`src/rtl/eth_tx_arbiter.sv`:
```
// eth_tx_arbiter
//   Shares the single GMII transmit path between the ARP and UDP frame
//   sources. One requester at a time is granted through a req/gnt handshake.
//   The owner's byte stream is registered onto gmii_tx_en/gmii_txd, an
//   inter-frame gap is forced after every frame or aborted grant, and stalled
//   or runaway owners are cut off with an err_timeout pulse.
//
// Ports
//   gmii_tx_clk  : 125 MHz transmit clock, rising edge
//   sys_rst      : asynchronous active-high reset
//   arp_req      : ARP source wants the path (level)
//   arp_tx_en    : ARP byte valid
//   arp_txd      : ARP byte
//   arp_gnt      : ARP owns the path
//   arp_done     : one-cycle pulse, ARP frame finished normally
//   udp_*        : same meanings for the UDP source
//   gmii_tx_en   : byte valid toward the converter
//   gmii_txd     : byte toward the converter (0 whenever gmii_tx_en is 0)
//   busy         : arbiter is not idle
//   err_timeout  : one-cycle pulse on start timeout or frame-length abort
//
// state  | meaning
// -------+-----------------------------------------------------------------
// IDLE   | no owner; arbitrate pending requests (round-robin on a tie)
// GRANT  | gnt given; waiting for the owner's first tx_en or a withdrawal
// SEND   | forwarding the owner's bytes, counting frame length
// IFG    | forced idle gap on the wire before the next arbitration

module eth_tx_arbiter #(
  parameter int IFG_CYCLES       = 12,
  parameter int START_TIMEOUT    = 64,
  parameter int MAX_FRAME_CYCLES = 1600
) (
  input  logic       gmii_tx_clk,
  input  logic       sys_rst,
  input  logic       arp_req,
  input  logic       arp_tx_en,
  input  logic [7:0] arp_txd,
  output logic       arp_gnt,
  output logic       arp_done,
  input  logic       udp_req,
  input  logic       udp_tx_en,
  input  logic [7:0] udp_txd,
  output logic       udp_gnt,
  output logic       udp_done,
  output logic       gmii_tx_en,
  output logic [7:0] gmii_txd,
  output logic       busy,
  output logic       err_timeout
);

  typedef enum logic [1:0] {
    ST_IDLE  = 2'd0,
    ST_GRANT = 2'd1,
    ST_SEND  = 2'd2,
    ST_IFG   = 2'd3
  } state_t;

  localparam logic       OWN_ARP  = 1'b0;
  localparam logic       OWN_UDP  = 1'b1;
  localparam logic [10:0] START_TC = 11'(START_TIMEOUT - 1);
  localparam logic [10:0] FRAME_TC = 11'(MAX_FRAME_CYCLES);
  localparam logic [10:0] IFG_TC   = 11'(IFG_CYCLES - 1);

  state_t      state;
  logic        owner;
  logic        last_owner;
  logic [10:0] cnt;

  logic        own_req;
  logic        own_tx_en;
  logic [7:0]  own_txd;
  logic        any_req;
  logic        pick;
  logic [10:0] cnt_sat;

  // Only the current owner's signals are ever looked at outside IDLE, which
  // keeps the non-owner's stream off the wire.
  assign own_req   = (owner == OWN_UDP) ? udp_req   : arp_req;
  assign own_tx_en = (owner == OWN_UDP) ? udp_tx_en : arp_tx_en;
  assign own_txd   = (owner == OWN_UDP) ? udp_txd   : arp_txd;

  assign any_req = arp_req | udp_req;
  // On a tie the source that did not own the path last time wins.
  assign pick    = (arp_req && udp_req) ? ~last_owner : udp_req;

  // Counter saturates at all-ones instead of wrapping.
  assign cnt_sat = (cnt == 11'h7FF) ? cnt : cnt + 11'd1;

  always_ff @(posedge gmii_tx_clk or posedge sys_rst) begin
    if (sys_rst) begin
      state       <= ST_IDLE;
      owner       <= OWN_ARP;
      last_owner  <= OWN_UDP;
      cnt         <= '0;
      arp_gnt     <= 1'b0;
      udp_gnt     <= 1'b0;
      arp_done    <= 1'b0;
      udp_done    <= 1'b0;
      gmii_tx_en  <= 1'b0;
      gmii_txd    <= '0;
      busy        <= 1'b0;
      err_timeout <= 1'b0;
    end else begin
      // Pulses and the data path default low; SEND re-asserts them per byte.
      arp_done    <= 1'b0;
      udp_done    <= 1'b0;
      err_timeout <= 1'b0;
      gmii_tx_en  <= 1'b0;
      gmii_txd    <= '0;

      unique case (state)
        ST_IDLE: begin
          if (any_req) begin
            owner      <= pick;
            last_owner <= pick;
            arp_gnt    <= (pick == OWN_ARP);
            udp_gnt    <= (pick == OWN_UDP);
            cnt        <= '0;
            busy       <= 1'b1;
            state      <= ST_GRANT;
          end
        end

        ST_GRANT: begin
          if (own_tx_en) begin
            gmii_tx_en <= 1'b1;
            gmii_txd   <= own_txd;
            cnt        <= 11'd1;
            state      <= ST_SEND;
          end else if (!own_req) begin
            // Withdrawal: nothing went on the wire, so no gap is needed.
            arp_gnt <= 1'b0;
            udp_gnt <= 1'b0;
            busy    <= 1'b0;
            state   <= ST_IDLE;
          end else if (cnt >= START_TC) begin
            arp_gnt     <= 1'b0;
            udp_gnt     <= 1'b0;
            err_timeout <= 1'b1;
            cnt         <= '0;
            state       <= ST_IFG;
          end else begin
            cnt <= cnt_sat;
          end
        end

        ST_SEND: begin
          if (!own_tx_en) begin
            arp_gnt  <= 1'b0;
            udp_gnt  <= 1'b0;
            arp_done <= (owner == OWN_ARP);
            udp_done <= (owner == OWN_UDP);
            cnt      <= '0;
            state    <= ST_IFG;
          end else if (cnt >= FRAME_TC) begin
            // Runaway frame: truncate it; the owner gets no done.
            arp_gnt     <= 1'b0;
            udp_gnt     <= 1'b0;
            err_timeout <= 1'b1;
            cnt         <= '0;
            state       <= ST_IFG;
          end else begin
            gmii_tx_en <= 1'b1;
            gmii_txd   <= own_txd;
            cnt        <= cnt_sat;
          end
        end

        ST_IFG: begin
          if (cnt >= IFG_TC) begin
            busy  <= 1'b0;
            state <= ST_IDLE;
          end else begin
            cnt <= cnt_sat;
          end
        end

        default: begin
          arp_gnt <= 1'b0;
          udp_gnt <= 1'b0;
          busy    <= 1'b0;
          state   <= ST_IDLE;
        end
      endcase
    end
  end

endmodule

```
`config.mk`:
```
export PLATFORM = sky130hd
export DESIGN_NAME = eth_tx_arbiter
export DESIGN_NICKNAME = d
export VERILOG_FILES = /design/src/rtl/eth_tx_arbiter.sv
export SDC_FILE = /design/constraint.sdc
export NUM_CORES = 1
export LEC_CHECK = 0
export ABC_CLOCK_PERIOD_IN_PS = 2500
export CELL_PAD_IN_SITES_DETAIL_PLACEMENT = 0
export CELL_PAD_IN_SITES_GLOBAL_PLACEMENT = 2
export CORE_UTILIZATION = 30
export DETAILED_ROUTE_END_ITERATION = 6
export GPL_TIMING_DRIVEN = 0
export PLACE_DENSITY = 0.85
export RECOVER_POWER = 100
export SYNTH_ARGS = -nofsm -noshare
export SYNTH_HDL_FRONTEND = slang
export SYNTH_SLANG_ARGS = --single-unit
export TNS_END_PERCENT = 10
```
`constraint.sdc`:
```
create_clock -name gmii_tx_clk -period 2.5 [get_ports gmii_tx_clk]
set_input_delay 0.375 -clock gmii_tx_clk [delete_from_list [all_inputs] [get_ports gmii_tx_clk]]
set_output_delay 0.375 -clock gmii_tx_clk [all_outputs]
set_load 0.005 [all_outputs]
```
==> flow_summary.toml, run 1 <==
[power]
p_per_area_nw_per_um2 = 971
pwr-share-clk_pct = 18.8
net-switching-power_mw = 0.898
combPwrFrac_pct = 50.0
irDropWorstVdd_v = 0.000289
seq_power_share_pct = 31.2
power_leakage_nw = 1.02
switching_share_pct = 40.2
intPower_mw = 1.33

[routing]
postRouteWirelength_um = 4270
drt-initial-drc-count = 67
ant_nets = 0
drcViolationCount = 0
route.vias.total = 1551
routedWlPerCell_um = 14.3
routed_via_density = 5.19
drt_pre_antenna_iters = 4

[critical_path]
crit_path_start_kind = "flip-flop"
cp-startpoint = "cnt[0]$_DFFE_PP0P_"
rr_startpoint = "cnt[0]$_DFFE_PP0P_"
required_ns = 2.66
path_cells = "ha_1, a211oi_1, o211ai_1, a211o_2, buf_2, a32oi_1, o41ai_1"
critical_path.top_delay_family = "compound AO/OA/AOI/OAI gates"
worst-path-buf-inv = 1
critical_path_class = "flip-flop to flip-flop"
crit_path_top_delay_cell = "dfrtp_1"
cpPeakStageDelay_ns = 0.47
cp-end-kind = "flip-flop"
arrival_ns = 2.55
path_max_fanout = 10

[clocking]
clockBufferDepth = 2
hold_buffers = 0
cts_buffers = 5
clk_transition_reported_paths_ns = 0.07
cts-root-buf = "clkbuf_8"
cts-resized-gates = 0
htree_levels = 2
clk_latency_ns = 0.28
cts_tree = "built"
cts_setup_buffers = 0
cts_sinks = 30

[timing]
worst_pin_slew_ns = 1.14
fin_tns_setup_ns = 0
final_max_slew_viol_count = 0
fmax_mhz = 420
finalCriticalPeriod_ns = 2.38
rsz0062_at_grt = "no"
slew_headroom_pct = 23.7
setup_viol = 0
period_share_pct = 95.4
skew_ns = 0.00552
hold_viol_final = 0

[cells_and_area]
n_fill_cell = 576
final_nets = 255
layout.cells.most_common = "dfrtp_1"
diodes = 0
design_area_um2 = 2300
area_growth_pct = 31.0
layout_common_cells = "dfrtp_1 (29), clkdlybuf4s50_1 (20), nor2_1 (19)"
drive_gt1_share_pct = 10.6

[synth]
synth_fp_nets = 212
async_reset_ff_share_pct = 100
ys_seq_elements = 30
yosysTopAreaCell = "dfrtp_1"
synth.area.top_cells = "dfrtp_1 (41%), mux2i_1 (6.3%), ha_1 (5.0%)"
netlist_area_um2 = 1760
yosysWarnings = 0
yosysSeqAreaShare_pct = 42.8
syn_area_per_cell_um2 = 9.59
synth_top_area_share_pct = 41.3
ys_types = 47
synth_cells = 183
synth_edf_count = 0
synth-main-ff-cell = "dfrtp_1"

[hold_path]
hold_path.class = "flip-flop to flip-flop"
holdCritStartpoint = "busy$_DFFE_PP0P_"

[floorplanning]
die_area_um2 = 6160
io_pins = 37
die_h_um = 78.5
fp.coreArea_um2 = 5570
die_w_um = 78.5
start_util_pct = 31.5
rows = 27

[run_status]
status = "finished clean"

[global_route]
antenna_found_initial = 0
grt.total_usage_pct = 14.9
grt_remaining_overflow = 0
grt_pass1_wl_um = 7040
grt_max_degree = 31
first_global_vias = 1468

[placed_design]
portBuffers = 36
post-dp-hpwl_um = 3160
globalplace.congestion = 0.806
dpl_cell_area_um2 = 2210

[run]
max-cap-violations = 0
-- synthesized netlist by cell type (3+ instances only) --
| library cell | n |
|---|---|
| a21oi_1 | 4 |
| a22o_1 | 3 |
| a31oi_1 | 11 |
| and3_1 | 4 |
| dfrtp_1 | 29 |
| ha_1 | 7 |
| inv_1 | 15 |
| mux2i_1 | 11 |
| nand2_1 | 16 |
| nand3_1 | 7 |
| nand4_1 | 4 |
| nor2_1 | 19 |
| o211ai_1 | 4 |
| o21ai_0 | 4 |
| o22ai_1 | 6 |
-- worst reg2reg max path, delay by kind of cell (launching register included) --
family	cells	cell delay, ns
compound gates	5	1.23
fa+ha+maj	1	0.38
buf+inv	1	0.20
flops	1	0.47
-- layer usage --
metal	up-vias	GRT usage (%)	part of all wire [%]
met4	0	6.11	1.4
li1	756	-	-
met3	5	4.42	5.9
met1	744	18.5	47
met5	-	0	0
met2	46	24.0	46
-- cells by family after synthesis --
group	Yosys count	share of synthesized area (%)
AOI/OAI and AO/OA	49	20.7
adders and majority gates	7	4.99
buffers and inverters	21	4.85
DFF	30	42.8
muxes	14	8.41
and+or+nand+nor	62	18.2
-- flip-flops by register name, indices dropped and copies added (netlist names), named ones only --
signal,cells
owner,1
arp_done,1
udp_done,1
gmii_tx_en,1
state,1
busy,1
arp_gnt,1
last_owner,1
err_timeout,1
udp_gnt,1
gmii_txd,8
cnt,11
-- stage by stage --
step / power [mW] / instances / utilization [%] / setup WS, ns / hold slack (ns)
after floorplan: 1.49 / 183 / - / 0.473 / 0.441
after global placement: 1.86 / 291 / 39.6 / 0.128 / 0.493
after detailed placement: 1.87 / 291 / 39.6 / 0.132 / 0.493
after CTS: 2.29 / 299 / 41.3 / 0.110 / 0.508
after global routing: 2.41 / 299 / 41.3 / 0.00232 / 0.533
final: 2.23 / 299 / 41.3 / 0.116 / 0.496
-- area by class of cell --
cell class,instances,area (um^2),area share (%)
Sequential cell,30,752,32.7
Multi-Input combinational cell,132,918,39.9
Timing Repair Buffer,36,360,15.7
Tap cell,72,90.1,3.92
Inverter,15,56.3,2.45
Clock inverter,2,12.5,0.544
Clock buffer,6,82.6,3.59
Buffer,6,27.5,1.20
-- power groups by stage --
stage / sequential, mW / combinational (mW) / clock (mW)
6_report: 0.696 / 1.12 / 0.419
5_1_grt: 0.715 / 1.24 / 0.450
4_1_cts: 0.701 / 1.16 / 0.427
3_5_place_dp: 0.705 / 1.16 / 0
3_3_place_gp: 0.705 / 1.16 / 0
2_1_floorplan: 0.696 / 0.791 / 0
-- final timing paths --
path | to | slack, ns | cells past startpoint
setup / recovery | cnt[4]$_DFFE_PP0P_ | 0.12 | 7
setup reg to reg | cnt[4]$_DFFE_PP0P_ | 0.12 | 7
hold reg to reg | busy$_DFFE_PP0P_ | 0.50 | 1
min in group asynchronous | gmii_txd[5]$_DFF_PP0_ | 0.82 | 2
hold / removal | busy$_DFFE_PP0P_ | 0.50 | 1
max in group asynchronous | busy$_DFFE_PP0P_ | 0.99 | 2
No activity file was read; power rests on OpenSTA's default activity.
==> inputs of run 2 (changes only) <==
--- a/config.mk
+++ b/config.mk
@@ -5,13 +5,14 @@
 export SDC_FILE = /design/constraint.sdc
 export NUM_CORES = 1
 export LEC_CHECK = 0
+export ABC_AREA = 1
 export ABC_CLOCK_PERIOD_IN_PS = 2500
 export CELL_PAD_IN_SITES_DETAIL_PLACEMENT = 0
 export CELL_PAD_IN_SITES_GLOBAL_PLACEMENT = 2
-export CORE_UTILIZATION = 30
+export CORE_UTILIZATION = 29
 export DETAILED_ROUTE_END_ITERATION = 6
 export GPL_TIMING_DRIVEN = 0
-export PLACE_DENSITY = 0.85
+export PLACE_DENSITY = 0.86
 export RECOVER_POWER = 100
 export SYNTH_ARGS = -nofsm -noshare
 export SYNTH_HDL_FRONTEND = slang
==> run 2 against run 1 <==
Against the previous run:
- synthesized area up 13%
- combinational power down 9.8%
- global-route usage down 0.24 points
- flip-flop and latch count unchanged
==> flow_summary.toml, run 2 <==
[hold_path]
hold_path.class = "flip-flop to flip-flop"
holdCritStartpoint = "busy$_DFFE_PP0P_"
hold_path_end = "busy$_DFFE_PP0P_"
hold_depth = 2

[synth]
ys_seq_elements = 30
synth_common_cells = "nand2_1 (91), inv_1 (32), dfrtp_1 (29)"
synth.area.top_cells = "dfrtp_1 (37%), nand2_1 (17%), inv_1 (6.1%)"
synth_cells = 264
yosysMostFrequentCell = "nand2_1"
netlist_area_um2 = 1980
yosysWarnings = 0
ys_types = 28
synth_edf_count = 0
synth_top_area_share_pct = 36.7
async_reset_ff_share_pct = 100
synth_fp_nets = 293
yosysSeqAreaShare_pct = 38.0
syn_area_per_cell_um2 = 7.49
yosysTopAreaCell = "dfrtp_1"
synth-main-ff-cell = "dfrtp_1"

[global_route]
grt_max_degree = 31
grt.total_usage_pct = 14.7
antenna_found_initial = 0
grt_remaining_overflow = 0
grt_pass1_wl_um = 8200
first_global_vias = 1684

[timing]
fmax_mhz = 491
whs_ns = 0.465
slew_headroom_pct = 38.3
worst_pin_slew_ns = 0.926
hold_viol_final = 0
fin_tns_setup_ns = 0
finalCriticalPeriod_ns = 2.04
period_share_pct = 81.5
rsz0062_at_grt = "no"
setup_viol = 0
final_max_slew_viol_count = 0
skew_ns = 0.00851

[clocking]
clk_latency_ns = 0.29
cts-resized-gates = 0
clockBufferDepth = 2
htree_levels = 2
cts_tree = "built"
cts_setup_buffers = 0
cts-root-buf = "clkbuf_8"
hold_buffers = 0
clk_transition_reported_paths_ns = 0.07
cts_sinks = 30
cts_buffers = 5

[routing]
ant_nets = 0
route.vias.total = 1739
routedWlPerCell_um = 12.5
postRouteWirelength_um = 4830
routed_via_density = 4.51
drcViolationCount = 0
drt_pre_antenna_iters = 4
drt-initial-drc-count = 59

[critical_path]
r2r_end = "cnt[8]$_DFFE_PP0P_"
required_ns = 2.72
path_max_fanout = 10
critical_path_class = "flip-flop to flip-flop"
rr_startpoint = "state[0]$_DFFE_PP0P_"
arrival_ns = 2.26
r2r_setup_slack_ns = 0.46
crit_path_start_kind = "flip-flop"
cp-end-kind = "flip-flop"
rr_worst_depth = 11

[cells_and_area]
final_nets = 337
area_growth_pct = 26.7
reg_top3 = "cnt x11, gmii_txd x8"
design_area_um2 = 2500
regMostFlops = "cnt"
drive_gt1_share_pct = 11.3
n_fill_cell = 701
largest_reg_flops = 11
layout.cells.most_common = "nand2_1"
diodes = 0
layout_common_cells = "nand2_1 (94), inv_1 (32), dfrtp_1 (29)"

[floorplanning]
die_w_um = 84.6
io_pins = 37
start_util_pct = 30.6
rows = 29
fp.coreArea_um2 = 6460
die_h_um = 84.6
die_area_um2 = 7150

[placed_design]
post-dp-hpwl_um = 3520
globalplace.congestion = 0.830
dpl_cell_area_um2 = 2430
portBuffers = 36

[power]
total_power_mw = 2.12
p_per_area_nw_per_um2 = 848
irDropWorstVdd_v = 0.000473
power_leakage_nw = 1.31

[run]
max-cap-violations = 0

[run_status]
status = "finished clean"
## run 2: cell types whose count changed in the layout (fill, tap and decap cells not counted), moves of 7 or more
cell | before | now
nand2_1 | 16 | 94
a31oi_1 | 11 | 0
a21oi_1 | 4 | 11
nand3_1 | 7 | 14
nand4_1 | 4 | 11
mux2i_1 | 11 | 0
inv_1 | 15 | 32
## run 2: layout make-up
| type | instances | area, um^2 | share of cell area [%] |
|---|---|---|---|
| multi-input cells | 196 | 1040 | 41.5 |
| flip-flops and latches | 30 | 752 | 30.0 |
| repair buffers | 37 | 364 | 14.5 |
| inverters | 35 | 131 | 5.24 |
| well taps | 77 | 96.3 | 3.85 |
| clock buffers | 6 | 82.6 | 3.30 |
| plain buffers | 3 | 26.3 | 1.05 |
| clock inverters | 2 | 12.5 | 0.500 |
## run 2: logic make-up (layout without fill, tap and decap cells)
group           after synthesis  after routing  share of synthesized area (%)
fa+ha+maj                     7              7                           4.43
compound gates               26             26                           8.36
simple gates                158            158                           39.0
xor+xnor                      5              5                           2.22
buf+inv                      38             83                           7.97
flops                        30             30                           38.0
## run 2: critical path: stages, from the launching register on
cell and delay, ns:
dfrtp_1 0.43, inv_1 0.14, ha_1 0.27, inv_1 0.12
nor3_1 0.35, inv_1 0.12, nand2_2 0.12, inv_1 0.06
nand2_2 0.09, buf_6 0.15, nand2_1 0.06, nand2_1 0.06
## run 2: stage by stage
| stage | worst slack [ns] | cells | util [%] |
|---|---|---|---|
| floorplan | 0.943 | 264 | - |
| global placement | 0.603 | 377 | 37.7 |
| detailed placement | 0.593 | 377 | 37.7 |
| CTS | 0.601 | 385 | 39.2 |
| global route | 0.210 | 386 | 38.8 |
| finish | 0.463 | 386 | 38.8 |
## run 2: report_power, final
part	internal, mW	total (mW)	switching [mW]
registers	0.604	0.677	0.0728
clock network	0.221	0.434	0.212
logic	0.391	1.01	0.623
total	1.22	2.12	0.908
## run 2: how the worst max path moves through the flow
| stage | from | endpoint | slack, ns | cells after the start |
|---|---|---|---|---|
| floorplan | state[0]$_DFFE_PP0P_ | cnt[7]$_DFFE_PP0P_ | 0.94 | 11 |
| global placement | arp_req | cnt[7]$_DFFE_PP0P_ | 0.60 | 9 |
| detailed placement | sys_rst | cnt[8]$_DFFE_PP0P_ | 0.59 | 2 |
| CTS | state[0]$_DFFE_PP0P_ | cnt[8]$_DFFE_PP0P_ | 0.60 | 11 |
| global route | state[0]$_DFFE_PP0P_ | cnt[6]$_DFFE_PP0P_ | 0.21 | 11 |
| finish | state[0]$_DFFE_PP0P_ | cnt[8]$_DFFE_PP0P_ | 0.46 | 11 |
## run 2: layer usage
| layer | track usage (%) | wire length [um] |
|---|---|---|
| met5 | 0 | 0 |
| met4 | 4.01 | 35 |
| met3 | 4.42 | 251 |
| met2 | 23.7 | 2180 |
| met1 | 19.1 | 2370 |
==> inputs of run 3 (changes only) <==
--- a/config.mk
+++ b/config.mk
@@ -6,7 +6,7 @@
 export NUM_CORES = 1
 export LEC_CHECK = 0
 export ABC_AREA = 1
-export ABC_CLOCK_PERIOD_IN_PS = 2500
+export ABC_CLOCK_PERIOD_IN_PS = 2100
 export CELL_PAD_IN_SITES_DETAIL_PLACEMENT = 0
 export CELL_PAD_IN_SITES_GLOBAL_PLACEMENT = 2
 export CORE_UTILIZATION = 29
==> constraint.sdc (replaced) <==
create_clock -name gmii_tx_clk -period 2.1 [get_ports gmii_tx_clk]
set_input_delay 0.315 -clock gmii_tx_clk [delete_from_list [all_inputs] [get_ports gmii_tx_clk]]
set_output_delay 0.315 -clock gmii_tx_clk [all_outputs]
set_load 0.005 [all_outputs]
==> run 3 against run 2 <==
Against the previous run:
- via count barely moved
- largest power group unchanged
- flip-flop and latch count unchanged
- clock power is 19% higher
- cell area stayed put
- final cell count unchanged
- global-route usage unchanged
- first-iteration DRC count up 10%
- clock skew shrank 0.00063 ns
- sequential power up 19%
- largest cell class unchanged
- clock-buffer cell count did not move
==> flow_summary.toml, run 3 (synthesis results as in run 2) <==
[run_status]
status = "finished clean"

[clocking]
clk_transition_reported_paths_ns = 0.07
clockBufferDepth = 2
cts_buffers = 5
clk_latency_ns = 0.29
cts_sinks = 30
cts-root-buf = "clkbuf_8"
htree_levels = 2
cts_tree = "built"

[timing]
rsz0062_at_grt = "no"
finalCriticalPeriod_ns = 1.89
worst_pin_slew_ns = 0.927
fin_tns_setup_ns = 0
whs_ns = 0.440
hold_viol_final = 0
fmax_mhz = 529
skew_ns = 0.00788
final_max_slew_viol_count = 0
slew_headroom_pct = 38.2
period_share_pct = 90.0
setup_viol = 0

[floorplanning]
die_w_um = 84.6
die_area_um2 = 7150
die_h_um = 84.6
io_pins = 37
rows = 29
fp.coreArea_um2 = 6460
start_util_pct = 30.6

[cells_and_area]
layout_common_cells = "nand2_1 (94), inv_1 (33), dfrtp_1 (29)"
layout.cells.most_common = "nand2_1"
drive_gt1_share_pct = 11.0
final_nets = 337
utilization_pct = 38.8
multi_input_area_um2 = 1040
regMostFlops = "cnt"
diodes = 0
largest_reg_flops = 11
area_growth_pct = 26.7
reg_top3 = "cnt x11, gmii_txd x8"
regArea_um2 = 752
n_fill_cell = 703

[global_route]
grt_remaining_overflow = 0
first_global_vias = 1684
antenna_found_initial = 0
grt.total_usage_pct = 14.7
grt_pass1_wl_um = 8200
grt_max_degree = 31

[routing]
drt_pre_antenna_iters = 4
ant_nets = 0
drt-initial-drc-count = 65
routed_via_density = 4.51
route.vias.total = 1740
drcViolationCount = 0
postRouteWirelength_um = 4810
routedWlPerCell_um = 12.5

[hold_path]
hold_path.class = "primary input to async pin"

[placed_design]
globalplace.congestion = 0.830
post-dp-hpwl_um = 3520
portBuffers = 36

[run]
max-cap-violations = 0

[critical_path]
crit_path_start_kind = "flip-flop"
rr_worst_depth = 10
critical_path_class = "flip-flop to flip-flop"
required_ns = 2.28
path_max_fanout = 5
arrival_ns = 2.07
cp-end-kind = "flip-flop"

[power]
intPower_mw = 1.45
irDropWorstVdd_v = 0.000565
combPwrFrac_pct = 47.9
switching_share_pct = 42.7
p_per_area_nw_per_um2 = 1010
power_leakage_nw = 1.31
total_power_mw = 2.54
pwr-share-clk_pct = 20.4
seq_power_share_pct = 31.7
net-switching-power_mw = 1.08
==> run 3: worst max-delay path, stage by stage, from the launching register on <==
cell	delay (ns)
dfrtp_1	0.42
ha_1	0.24
nand3_1	0.17
nor2_1	0.31
nor2_4	0.09
nand2_1	0.10
nor2_1	0.05
nor2_1	0.15
nand3_1	0.12
nand2_1	0.07
o21ai_1	0.06
==> run 3: final cells by class <==
class	count	share of cell area, %
clock inverter	2	0.500
tap	77	3.85
buffer	3	1.05
inverter	35	5.24
multi-input combinational	196	41.5
sequential	30	30.0
clock buffer	6	3.30
timing repair buffer	37	14.5
==> run 3: power groups by stage <==
stage	clock network, mW	registers [mW]	logic (mW)
final	0.517	0.804	1.21
after global routing	0.561	0.819	1.38
after CTS	0.533	0.810	1.30
after detailed placement	0	0.818	1.29
after global placement	0	0.815	1.30
after floorplan	0	0.817	0.846
==> run 3: routing by layer <==
metal / up-vias / wire [um] / GRT usage (%)
li1: 921 / - / -
met1: 779 / 2340 / 19.1
met2: 36 / 2180 / 23.7
met3: 4 / 249 / 4.42
met4: 0 / 35 / 4.01
met5: - / 0 / 0
==> run 3: timing repair <==
action / 4_1_cts / 5_1_grt
setup endpoints to repair: 0 / 6
hold buffers: 0 / 0
buffers inserted: 0 / 0
gates resized for setup: 0 / 1
==> run 3: worst paths after layout <==
check                                        end                from  slack [ns]
setup / recovery                       flip-flop  cnt[1]$_DFFE_PP0P_        0.21
hold / removal             gmii_txd[1]$_DFF_PP0_             sys_rst        0.44
max in group asynchronous    cnt[10]$_DFFE_PP0P_             sys_rst        0.48
hold reg to reg                 busy$_DFFE_PP0P_    busy$_DFFE_PP0P_        0.47
setup reg to reg                       flip-flop  cnt[1]$_DFFE_PP0P_        0.21
min in group gmii_tx_clk        busy$_DFFE_PP0P_    busy$_DFFE_PP0P_        0.47
==> run 3: metrics by stage <==
step	std cells	setup slack, ns	cell area [um^2]
finish	386	0.210	2500
CTS	385	0.201	2530
global route	386	0.0205	2500
floorplan	264	0.543	1980
global placement	377	0.222	2430
detailed placement	377	0.241	2430
